### config.mk
export PLATFORM = sky130hd
export DESIGN_NAME = pc_sequencer_flat
export DESIGN_NICKNAME = d
export VERILOG_FILES = /design/src/rtl/pc_sequencer_if.sv /design/src/rtl/pc_sequencer.sv /design/src/flat_wrapper.sv
export SDC_FILE = /design/constraint.sdc
export NUM_CORES = 1
export LEC_CHECK = 0
export BUFFER_PORTS_ARGS = -buffer_cell sky130_fd_sc_hd__clkbuf_2
export CORE_AREA = 2 2 56 111
export CTS_BUF_LIST = sky130_fd_sc_hd__clkbuf_8
export CTS_CLUSTER_DIAMETER = 120
export DETAILED_ROUTE_END_ITERATION = 12
export DIE_AREA = 0 0 58 113
export GPL_TIMING_DRIVEN = 1
export HOLD_SLACK_MARGIN = 0.03
export PLACE_DENSITY = 0.78
export SYNTH_ARGS = -nofsm -noshare
export SYNTH_HDL_FRONTEND = slang
export SYNTH_SLANG_ARGS = --single-unit
### constraint.sdc
create_clock -name clk_i -period 1.9 [get_ports clk_i]
set_clock_uncertainty 0.1 [all_clocks]
set_input_delay 0.19 -clock clk_i [delete_from_list [all_inputs] [get_ports clk_i]]
set_output_delay 0.19 -clock clk_i [all_outputs]
set_load 0.02 [all_outputs]
### src/rtl/pc_sequencer_if.sv
// Instruction-memory side of the PC sequencer: fetch request, address,
// memory acknowledge and the completed-fetch strobe.
interface pc_sequencer_if #(
    parameter int ARCHITECTURE = 32
);
    logic                    fetch_req_o;
    logic [ARCHITECTURE-1:0] pc_o;
    logic                    imem_ack_i;
    logic                    instr_valid_o;

    modport master (
        output fetch_req_o,
        output pc_o,
        output instr_valid_o,
        input  imem_ack_i
    );

    modport slave (
        input  fetch_req_o,
        input  pc_o,
        input  instr_valid_o,
        output imem_ack_i
    );
endinterface

### src/rtl/pc_sequencer.sv
// PC register and fetch sequencing with stall, jump/branch redirect and
// misalignment halt; trap redirect and EPC exist only with PC_SEQ_TRAP_EN.
module pc_sequencer #(
    parameter int                    ARCHITECTURE = 32,
    parameter logic [ARCHITECTURE-1:0] RESET_VECTOR = 32'h00000000,
    parameter logic [ARCHITECTURE-1:0] TRAP_VECTOR  = 32'h00000080,
    parameter logic [ARCHITECTURE-1:0] SEQ_INC      = 32'h00000004
) (
    input  logic                    clk_i,
    input  logic                    rst_i,
    input  logic                    stall_i,
    input  logic                    branch_taken_i,
    input  logic [ARCHITECTURE-1:0] branch_target_i,
    input  logic                    jump_i,
    input  logic [ARCHITECTURE-1:0] jump_target_i,
`ifdef PC_SEQ_TRAP_EN
    input  logic                    trap_i,
    output logic [ARCHITECTURE-1:0] epc_o,
`endif
    output logic                    misaligned_o,
    pc_sequencer_if.master          imem
);

    typedef enum logic [1:0] {
        S_RST,
        S_FETCH,
        S_HOLD,
        S_FAULT
    } state_e;

    state_e                  state_q, state_d;
    logic [ARCHITECTURE-1:0] pc_q, pc_d;
    logic                    trap;
    logic                    redirect;
    logic                    misal;
    logic [ARCHITECTURE-1:0] target;
    state_e                  run_state;

`ifdef PC_SEQ_TRAP_EN
    logic [ARCHITECTURE-1:0] epc_q, epc_d;
    assign trap  = trap_i;
    assign epc_o = epc_q;
`else
    assign trap = 1'b0;
`endif

    assign redirect  = trap | jump_i | branch_taken_i;
    assign target    = trap   ? TRAP_VECTOR :
                       jump_i ? jump_target_i : branch_target_i;
    // Trap vector is trusted; only jump/branch targets can fault.
    assign misal     = !trap && (target[1:0] != 2'b00);
    assign run_state = stall_i ? S_HOLD : S_FETCH;

    always_ff @(posedge clk_i) begin
        if (rst_i) begin
            state_q <= S_RST;
            pc_q    <= RESET_VECTOR;
`ifdef PC_SEQ_TRAP_EN
            epc_q   <= '0;
`endif
        end else begin
            state_q <= state_d;
            pc_q    <= pc_d;
`ifdef PC_SEQ_TRAP_EN
            epc_q   <= epc_d;
`endif
        end
    end

    always_comb begin
        state_d = state_q;
        pc_d    = pc_q;
`ifdef PC_SEQ_TRAP_EN
        epc_d   = epc_q;
`endif
        unique case (state_q)
            S_RST: begin
                state_d = S_FETCH;
            end
            S_FETCH, S_HOLD: begin
                if (redirect) begin
                    pc_d    = target;
                    state_d = misal ? S_FAULT : run_state;
`ifdef PC_SEQ_TRAP_EN
                    if (trap) epc_d = pc_q;
`endif
                end else if (state_q == S_FETCH && imem.imem_ack_i) begin
                    pc_d    = pc_q + SEQ_INC;
                    state_d = run_state;
                end else begin
                    state_d = run_state;
                end
            end
            S_FAULT: begin
`ifdef PC_SEQ_TRAP_EN
                if (trap) begin
                    epc_d   = pc_q;
                    pc_d    = TRAP_VECTOR;
                    state_d = run_state;
                end
`endif
            end
            default: state_d = S_RST;
        endcase
    end

    assign imem.pc_o          = pc_q;
    assign imem.fetch_req_o   = (state_q == S_FETCH);
    assign imem.instr_valid_o = (state_q == S_FETCH) &&
                                imem.imem_ack_i && !redirect;
    assign misaligned_o       = (state_q == S_FAULT);

endmodule

### src/flat_wrapper.sv
// flat-port wrapper written by rule: the top's interface ports become plain ports
module pc_sequencer_flat 
#(
    parameter int                    ARCHITECTURE = 32,
    parameter logic [ARCHITECTURE-1:0] RESET_VECTOR = 32'h00000000,
    parameter logic [ARCHITECTURE-1:0] TRAP_VECTOR  = 32'h00000080,
    parameter logic [ARCHITECTURE-1:0] SEQ_INC      = 32'h00000004
)
  (clk_i, rst_i, stall_i, branch_taken_i, branch_target_i, jump_i, jump_target_i, misaligned_o, imem_fetch_req_o, imem_pc_o, imem_instr_valid_o, imem_imem_ack_i);
  pc_sequencer_if #(.ARCHITECTURE(ARCHITECTURE)) imem_i ();
  input  logic clk_i;
  input  logic rst_i;
  input  logic stall_i;
  input  logic branch_taken_i;
  input  logic [ARCHITECTURE-1:0] branch_target_i;
  input  logic jump_i;
  input  logic [ARCHITECTURE-1:0] jump_target_i;
  output logic misaligned_o;
  output wire logic [$bits(imem_i.fetch_req_o)-1:0] imem_fetch_req_o;
  output wire logic [$bits(imem_i.pc_o)-1:0] imem_pc_o;
  output wire logic [$bits(imem_i.instr_valid_o)-1:0] imem_instr_valid_o;
  input wire logic [$bits(imem_i.imem_ack_i)-1:0] imem_imem_ack_i;
  assign imem_fetch_req_o = imem_i.fetch_req_o;
  assign imem_pc_o = imem_i.pc_o;
  assign imem_instr_valid_o = imem_i.instr_valid_o;
  assign imem_i.imem_ack_i = imem_imem_ack_i;
  pc_sequencer #(.ARCHITECTURE(ARCHITECTURE), .RESET_VECTOR(RESET_VECTOR), .TRAP_VECTOR(TRAP_VECTOR), .SEQ_INC(SEQ_INC)) u_core (.clk_i(clk_i), .rst_i(rst_i), .stall_i(stall_i), .branch_taken_i(branch_taken_i), .branch_target_i(branch_target_i), .jump_i(jump_i), .jump_target_i(jump_target_i), .misaligned_o(misaligned_o), .imem(imem_i));
endmodule
# ---- Word-level counts from Yosys, hierarchy flattened
# Cells that the tools add are included.
# Widths: inputs -> output; s select.
dict set report word_totals {
  register_bits 34
  input_bits 70
  out_inout_bits 35
  word_cells 23
}
dict set report op_classes {
  n_addsub 1
  n_eq_ne 3
  muxes 7
  bitwise 1
  n_reduce_logical 9
}
# op n
set op_table {}
lappend op_table {{$mux 32} 3}
lappend op_table {{$add 32x3->32 const B} 1}
lappend op_table {{$mux 2} 3}
lappend op_table {{$reduce_bool 2->1} 3}
lappend op_table {{$eq 2x2->1 const B} 2}
lappend op_table {{$pmux 2 s2} 1}
lappend op_table {{$eq 2x1->1 const B} 1}
lappend op_table {{$logic_and 1x1->1} 2}
lappend op_table {{$logic_not 2->1} 1}
lappend op_table {{$reduce_and 2->1} 1}
lappend op_table {{$reduce_or 2->1} 1}
lappend op_table {{$logic_not 1->1} 1}
lappend op_table {{$or 1x1->1} 1}

# ---- Longest topological paths before layout
# Gate-level depths: netlist of the first run.
dict set report depth {
  ltp_word 5
  ltp_mapped 9
  depth_no_buf 7
}

# ---- Least setup slack after synthesis of the first run
# OpenSTA, ideal clock, no wires.
dict set report synth_path {
  path_kind {register to register}
  start {reg u_core.pc_q[2], in the netlist u_core.imem.pc_o[2]}
  end {reg u_core.pc_q[30], in the netlist u_core.imem.pc_o[30]}
  setup_ps 70
  arrival_ps 2092
  required_ps 1730
  slack_ps -362
  stages_incl_launch_ff 7
  path_buffers 0
  synth_period_minus_slack_ps 2262
  cell_sequence {dfxtp_1 > ha_1 > nand4_2 > nor4_4 > nand4_1 > or4b_1 > a21oi_1}
}
dict set report synth_between {
  elab_chain_cells 3
}
# element line_no
set synth_rtl {}
lappend synth_rtl {{start, declared} pc_sequencer.sv:32} ;# logic [ARCHITECTURE-1:0] pc_q, pc_d;
lappend synth_rtl {{start signal, assigned} pc_sequencer.sv:63} ;# pc_q <= pc_d;
lappend synth_rtl {{$add 32x3->32} pc_sequencer.sv:88} ;# pc_d = pc_q + SEQ_INC;
lappend synth_rtl {{$mux 32} pc_sequencer.sv:87} ;# end else if (state_q == S_FETCH && imem.imem_ack_i) begin
lappend synth_rtl {{$mux 32} pc_sequencer.sv:81} ;# if (redirect) begin
# No other way between the ends. The select of a mux whose other input is x is not followed.
# A chain may end at the register's enable or synchronous reset.

# ---- Final worst setup path of the first run
# Ends and elaborated chain as after synthesis.

==> flow_metrics.py, run 1 <==
metrics = {
    "detailed_routing": {
        "viasPerCell": 5.89,
        "first_pass_iters": 4,
        "wirelength_um": 8570,
        "wl_per_cell_um": 15.3,
        "vias": 3309,
        "drc": 0,
        "antenna_left": 0,
        "drt_iter0_markers": 128,
    },
    "global_routing": {
        "grt_max_degree": 47,
        "grt_overflow_total": 0,
        "antenna_found_initial": 0,
        "grt_usage": 0.263,
        "grt_pass1_wl_um": 13900,
        "grt_pass1_vias": 3140,
    },
    "synthesis": {
        "synth_top_area_cell": "dfxtp_1",
        "synth_edf_count": 0,
        "yosysTopAreaCellShare": 0.270,
        "netlist_area_mm2": 0.00252,
        "avgSynthCellArea_um2": 6.81,
        "async_flop_share": 0,
        "syn-num-nets": 444,
        "yosysWarnings": 0,
        "synth_ff_type": "dfxtp_1",
        "synth.distinct_cells": 57,
        "yosys_register_bits": 34,
        "netlist_top_cells_area": "dfxtp_1 (27%), nand2_1 (10%), o21ai_0 (8.5%)",
        "synthCells": 370,
        "synth_seq_area_share": 0.270,
    },
    "setup_path": {
        "critPathSlowestCell": "or4b_4",
        "crit_start": "u_core.imem.pc_o[2]$_SDFFE_PP0P_",
        "cp_max_fo": 5,
        "worstSetupPathType": "reg2reg",
        "cp.arrival_ps": 1990,
        "path_buf_inv": 0,
        "startpoint_type": "register",
        "path_cells": "ha_4 > nand4_4 > nor4_4 > nand4_1 > or4b_4 > a21oi_2",
        "worst_r2r_path_depth": 6,
        "crit_end": "u_core.imem.pc_o[30]$_SDFFE_PP0P_",
        "cpPeakStageDelay_ps": 540,
        "reg2reg_to": "u_core.imem.pc_o[30]$_SDFFE_PP0P_",
        "r2r_setup_slack_ps": 50,
        "critPathCaptureType": "register",
        "cp_num_cells": 6,
        "cp.required_ps": 2040,
        "cp_top_family": "simple AND/OR/NAND/NOR gates",
        "r2r-start": "u_core.imem.pc_o[2]$_SDFFE_PP0P_",
    },
    "placed_design": {
        "portBuffers": 104,
        "place_congestion": 0.909,
        "dp_hpwl_um": 6480,
    },
    "pwr": {
        "internal-power_mw": 1.48,
        "power_mw": 2.36,
        "sw_frac_of_total": 0.372,
        "power_frac_comb": 0.386,
        "peakVddDrop_v": 0.000653,
        "power.density_mw_per_mm2": 662,
        "p_leak_nw": 1.60,
        "p_sw_uw": 879,
        "pwr-share-clk": 0.239,
        "pwr-share-seq": 0.376,
    },
    "die": {
        "dieWidth_um": 58,
        "die_h_um": 113,
        "row_count": 39,
        "die_area_mm2": 0.00655,
        "start_util": 0.445,
        "core_area_mm2": 0.00566,
        "ioPinCount": 105,
    },
    "cts": {
        "cts_buffer_depth": 2,
        "clock-root-buffer": "clkbuf_8",
        "clock_latency_ps": 290,
        "htreeDepth": 2,
        "cts.sinks": 34,
        "cts_tree": "done",
        "numCtsBuffers": 5,
        "clkTransAtPathRegs_ps": 80,
    },
    "timing": {
        "worst_slew_pin_slew_ps": 424,
        "fin_crit_ps": 1850,
        "slew_headroom": 0.717,
        "finalHoldViolCount": 0,
        "drv_slew": 0,
        "setup_viol": 0,
        "fin_crit_sh": 0.973,
        "rsz0062_at_grt": "true",
        "max_freq_ghz": 0.541,
    },
    "cells_and_area": {
        "layout_commonest_cell": "clkbuf_2",
        "register_area_um2": 703,
        "nFillCells": 513,
        "nets": 574,
        "fin_util": 0.630,
        "antenna_cells": 0,
        "drive_above_1_share": 0.389,
        "area_growth_pct": 41.5,
        "most-common-layout-cells": "clkbuf_2 (104), nand2_1 (67), buf_4 (42)",
        "multi_input_area_mm2": 0.00178,
    },
    "status": {
        "outcome": "complete, no violations",
    },
    "flow_run": {
        "cap_violations": 0,
    },
    "hold_path": {
        "min_path_type": "in2reg",
    },
}
-- per-stage QoR --
step	worst slack (ps)	TNS [ps]	hold slack [ps]	cell area, um^2	cells
3_5_place_dp	-6.05	-6.05	367	3380	549
2_1_floorplan	-36.5	-36.5	264	2570	370
4_1_cts	19.7	0	66.9	3480	557
3_3_place_gp	43.8	0	359	3380	549
6_report	51.0	0	66.8	3570	562
5_1_grt	-51.2	-55.0	71.9	3570	562
-- power groups by stage --
stage	combinational, mW	clock [mW]	sequential [mW]
after floorplan	0.381	0	1.00
after CTS	0.875	0.566	0.884
after global placement	0.855	0	0.895
final	0.911	0.564	0.888
after global routing	0.994	0.592	0.900
after detailed placement	0.868	0	0.899
-- synth_stat cells, types with 2 or more instances --
cell,n
inv_1,7
and3b_1,2
or3_1,3
dfxtp_1,34
a211oi_1,3
o21a_1,2
nand3_1,13
nand2b_1,5
clkbuf_1,22
ha_1,4
nor3b_1,2
a221oi_1,2
o221ai_1,2
o211ai_1,6
o31a_2,2
nor4_1,4
o32ai_1,4
nor3_1,8
nor2b_1,4
a22oi_1,2
a221o_1,3
mux2i_1,3
nor4b_1,2
nor2_1,33
a21o_1,2
a41oi_1,2
and3_1,6
o21ai_0,43
nand2_1,69
nand4_1,5
a21oi_1,36
o2bb2a_1,2
or4_1,3
a31o_2,3
a31oi_1,4
a22o_1,2
-- state kept, by name, summed over array words and instances, names as in the netlist --
| name | count |
|---|---|
| u_core.imem.pc_o | 32 |
| u_core.state_q | 2 |
-- cell type report --
type / instances / share of cell area
clock buffer: 6 / 0.0231
multi-input combinational: 303 / 0.500
timing repair buffer: 149 / 0.249
inverter: 7 / 0.00736
clock inverter: 2 / 0.00245
tap: 61 / 0.0214
sequential: 34 / 0.197
-- layer usage --
metal,part of all wire,wire [um],vias to the layer above,track usage
met5,0,0,-,0
li1,-,-,1616,-
met4,0.023,201,0,0.0992
met3,0.061,523,19,0.0446
met2,0.56,4790,138,0.492
met1,0.36,3060,1536,0.279
-- how the worst min path moves through the flow --
stage                            from                                end  slack (ps)  cells after the start
finish              jump_target_i[11]  u_core.imem.pc_o[11]$_SDFFE_PP0P_          70                      3
global placement    jump_target_i[11]  u_core.imem.pc_o[11]$_SDFFE_PP0P_         360                      3
global route        jump_target_i[11]  u_core.imem.pc_o[11]$_SDFFE_PP0P_          70                      3
floorplan           jump_target_i[11]  u_core.imem.pc_o[11]$_SDFFE_PP0P_         260                      2
CTS                 jump_target_i[11]  u_core.imem.pc_o[11]$_SDFFE_PP0P_          70                      3
detailed placement   jump_target_i[8]   u_core.imem.pc_o[8]$_SDFFE_PP0P_         370                      3
-- logic make-up (layout without fill, tap and decap cells) --
logic type,Yosys count,after routing,synth area share
DFF,34,34,0.270
buffers and inverters,33,164,0.0546
muxes,3,3,0.0119
AOI/OAI and AO/OA,127,127,0.316
adders and majority gates,4,4,0.0199
and+or+nand+nor,169,169,0.328
-- timing repair --
item                                    4_1_cts  5_1_grt
pin swaps                                     0       11
endpoints found under the setup margin        1       14
resized for setup                             1       16
hold buffers                                  0        0
buffers inserted                              0        5
-- worst min-delay path, stage by stage --
cell	delay, ps
clkbuf_2	80
a211oi_1	60
o32ai_1	90
Note: power is estimated with default switching activity, not from simulation.
==> inputs of run 2 (changes only) <==
- RECOVER_POWER: default -> 50
==> run 2 against run 1 <==
  * Largest cell class unchanged
  * Clock-buffer cell count stayed put
  * Cell area is 1.1% lower
  * Highest routed layer unchanged
  * Largest power group unchanged
  * Critical path type unchanged
  * First-iteration DRC count is 17% higher
  * Critical path depth stayed put
  * Sequential cell count stayed put
  * Global-route usage stayed put
==> flow_metrics.py, run 2 (synthesis results as in run 1) <==
metrics = {
    "setup_path": {
        "r2r-start": "u_core.imem.pc_o[2]$_SDFFE_PP0P_",
        "reg2reg_to": "u_core.imem.pc_o[30]$_SDFFE_PP0P_",
        "r2r_setup_slack_ps": 50,
        "cp_max_fo": 5,
        "startpoint_type": "register",
        "worst_r2r_path_depth": 6,
        "cp.required_ps": 2030,
        "critPathCaptureType": "register",
        "worstSetupPathType": "reg2reg",
        "cp.arrival_ps": 1980,
    },
    "cts": {
        "clock-root-buffer": "clkbuf_8",
        "cts_buffer_depth": 2,
        "clkTransAtPathRegs_ps": 70,
        "cts_tree": "done",
        "cts_hold_buf": 0,
        "numCtsBuffers": 5,
        "htreeDepth": 2,
        "cts.sinks": 34,
        "clock_latency_ps": 290,
    },
    "detailed_routing": {
        "first_pass_iters": 4,
        "antenna_left": 0,
        "wl_per_cell_um": 15.3,
        "wirelength_um": 8610,
        "viasPerCell": 5.88,
        "vias": 3302,
        "drc": 0,
        "drt_iter0_markers": 150,
    },
    "pwr": {
        "pwr-share-seq": 0.378,
        "sw_frac_of_total": 0.375,
        "internal-power_mw": 1.46,
        "power_frac_comb": 0.381,
        "pwr-share-clk": 0.241,
        "peakVddDrop_v": 0.000642,
        "power.density_mw_per_mm2": 664,
        "p_leak_nw": 1.50,
        "p_sw_uw": 880,
    },
    "global_routing": {
        "grt_pass1_wl_um": 13900,
        "grt_usage": 0.263,
        "grt_pass1_vias": 3140,
        "grt_overflow_total": 0,
        "grt_max_degree": 47,
        "antenna_found_initial": 0,
    },
    "status": {
        "outcome": "complete, no violations",
    },
    "cells_and_area": {
        "antenna_cells": 0,
        "finalInstanceArea_mm2": 0.00353,
        "stdcell_count": 562,
        "drive_above_1_share": 0.327,
        "nets": 574,
        "largest_reg_flops": 32,
        "area_growth_pct": 40.0,
        "nFillCells": 535,
        "layout_commonest_cell": "clkbuf_2",
        "most-common-layout-cells": "clkbuf_2 (73), nand2_1 (67), buf_4 (42)",
    },
    "placed_design": {
        "post-place-ws_ps": -6.05,
        "place_congestion": 0.909,
        "place_area_mm2": 0.00338,
        "dp_hpwl_um": 6480,
        "portBuffers": 104,
        "dp_cells": 549,
    },
    "timing": {
        "drv_slew": 0,
        "fin_crit_sh": 0.972,
        "slew_headroom": 0.701,
        "setup_viol": 0,
        "max_freq_ghz": 0.541,
        "rsz0062_at_grt": "true",
        "finalHoldViolCount": 0,
        "worst_slew_pin_slew_ps": 448,
        "fin_crit_ps": 1850,
        "worst_slack_ps": 52.8,
    },
    "die": {
        "ioPinCount": 105,
        "dieWidth_um": 58,
        "row_count": 39,
        "core_area_mm2": 0.00566,
        "die_h_um": 113,
        "start_util": 0.445,
        "die_area_mm2": 0.00655,
    },
    "hold_path": {
        "holdPathStages": 3,
        "worstHoldEndpoint": "u_core.imem.pc_o[8]$_SDFFE_PP0P_",
        "min_path_type": "in2reg",
        "hold_start": "jump_target_i[8]",
    },
    "flow_run": {
        "cap_violations": 0,
    },
}
## run 2: cell counts in the layout (fill, tap and decap cells not counted)
Identical to the previous run, type by type.
## run 2: through the flow
step                hold slack [ps]  utilization  setup TNS [ps]  total power [mW]
global placement                359        0.597               0              1.75
detailed placement              367        0.597           -6.05              1.77
floorplan                       264            -           -36.5              1.38
CTS                            66.9        0.615               0              2.33
finish                         65.4        0.624               0              2.34
global route                   71.9        0.624           -55.0              2.47
## run 2: worst max-delay path, stage by stage (launching register included)
cell	delay (ps)
dfxtp_4	380
ha_4	150
nand4_4	90
nor4_4	250
nand4_1	160
or4b_4	540
a21oi_2	120
## run 2: worst max-delay path by stage
stage	from	end	slack (ps)	depth (start not counted)
final	u_core.imem.pc_o[2]$_SDFFE_PP0P_	u_core.imem.pc_o[30]$_SDFFE_PP0P_	50	6
after detailed placement	u_core.imem.pc_o[2]$_SDFFE_PP0P_	u_core.imem.pc_o[13]$_SDFFE_PP0P_	-6	5
after CTS	u_core.imem.pc_o[2]$_SDFFE_PP0P_	u_core.imem.pc_o[13]$_SDFFE_PP0P_	20	5
after global routing	u_core.imem.pc_o[2]$_SDFFE_PP0P_	u_core.imem.pc_o[30]$_SDFFE_PP0P_	-50	6
after floorplan	u_core.imem.pc_o[12]$_SDFFE_PP0P_	u_core.imem.pc_o[30]$_SDFFE_PP0P_	-40	5
after global placement	u_core.imem.pc_o[2]$_SDFFE_PP0P_	u_core.imem.pc_o[13]$_SDFFE_PP0P_	40	5
## run 2: layout make-up
class | count | area, um^2 | area share
sequential | 34 | 703 | 0.199
timing repair buffer | 149 | 848 | 0.240
multi-input combinational | 303 | 1780 | 0.505
clock buffer | 6 | 82.6 | 0.0234
clock inverter | 2 | 8.76 | 0.00248
inverter | 7 | 26.3 | 0.00744
tap | 61 | 76.3 | 0.0216
## run 2: power by group through the flow
stage	registers, mW	logic, mW	clock network, mW
final	0.887	0.893	0.564
after global routing	0.899	0.974	0.592
after CTS	0.884	0.875	0.566
after detailed placement	0.899	0.868	0
after global placement	0.895	0.855	0
after floorplan	1.00	0.381	0
## run 2: routing by layer
layer,GRT usage,part of all wire
met1,0.279,0.37
met2,0.492,0.55
met3,0.0446,0.055
met4,0.0992,0.025
met5,0,0
## run 2: timing repair
action | in CTS | in global routing
endpoints found under the setup margin | 1 | 14
gates cloned | 0 | 0
resized for setup | 1 | 16
buffers inserted | 0 | 5
pin swaps | 0 | 11
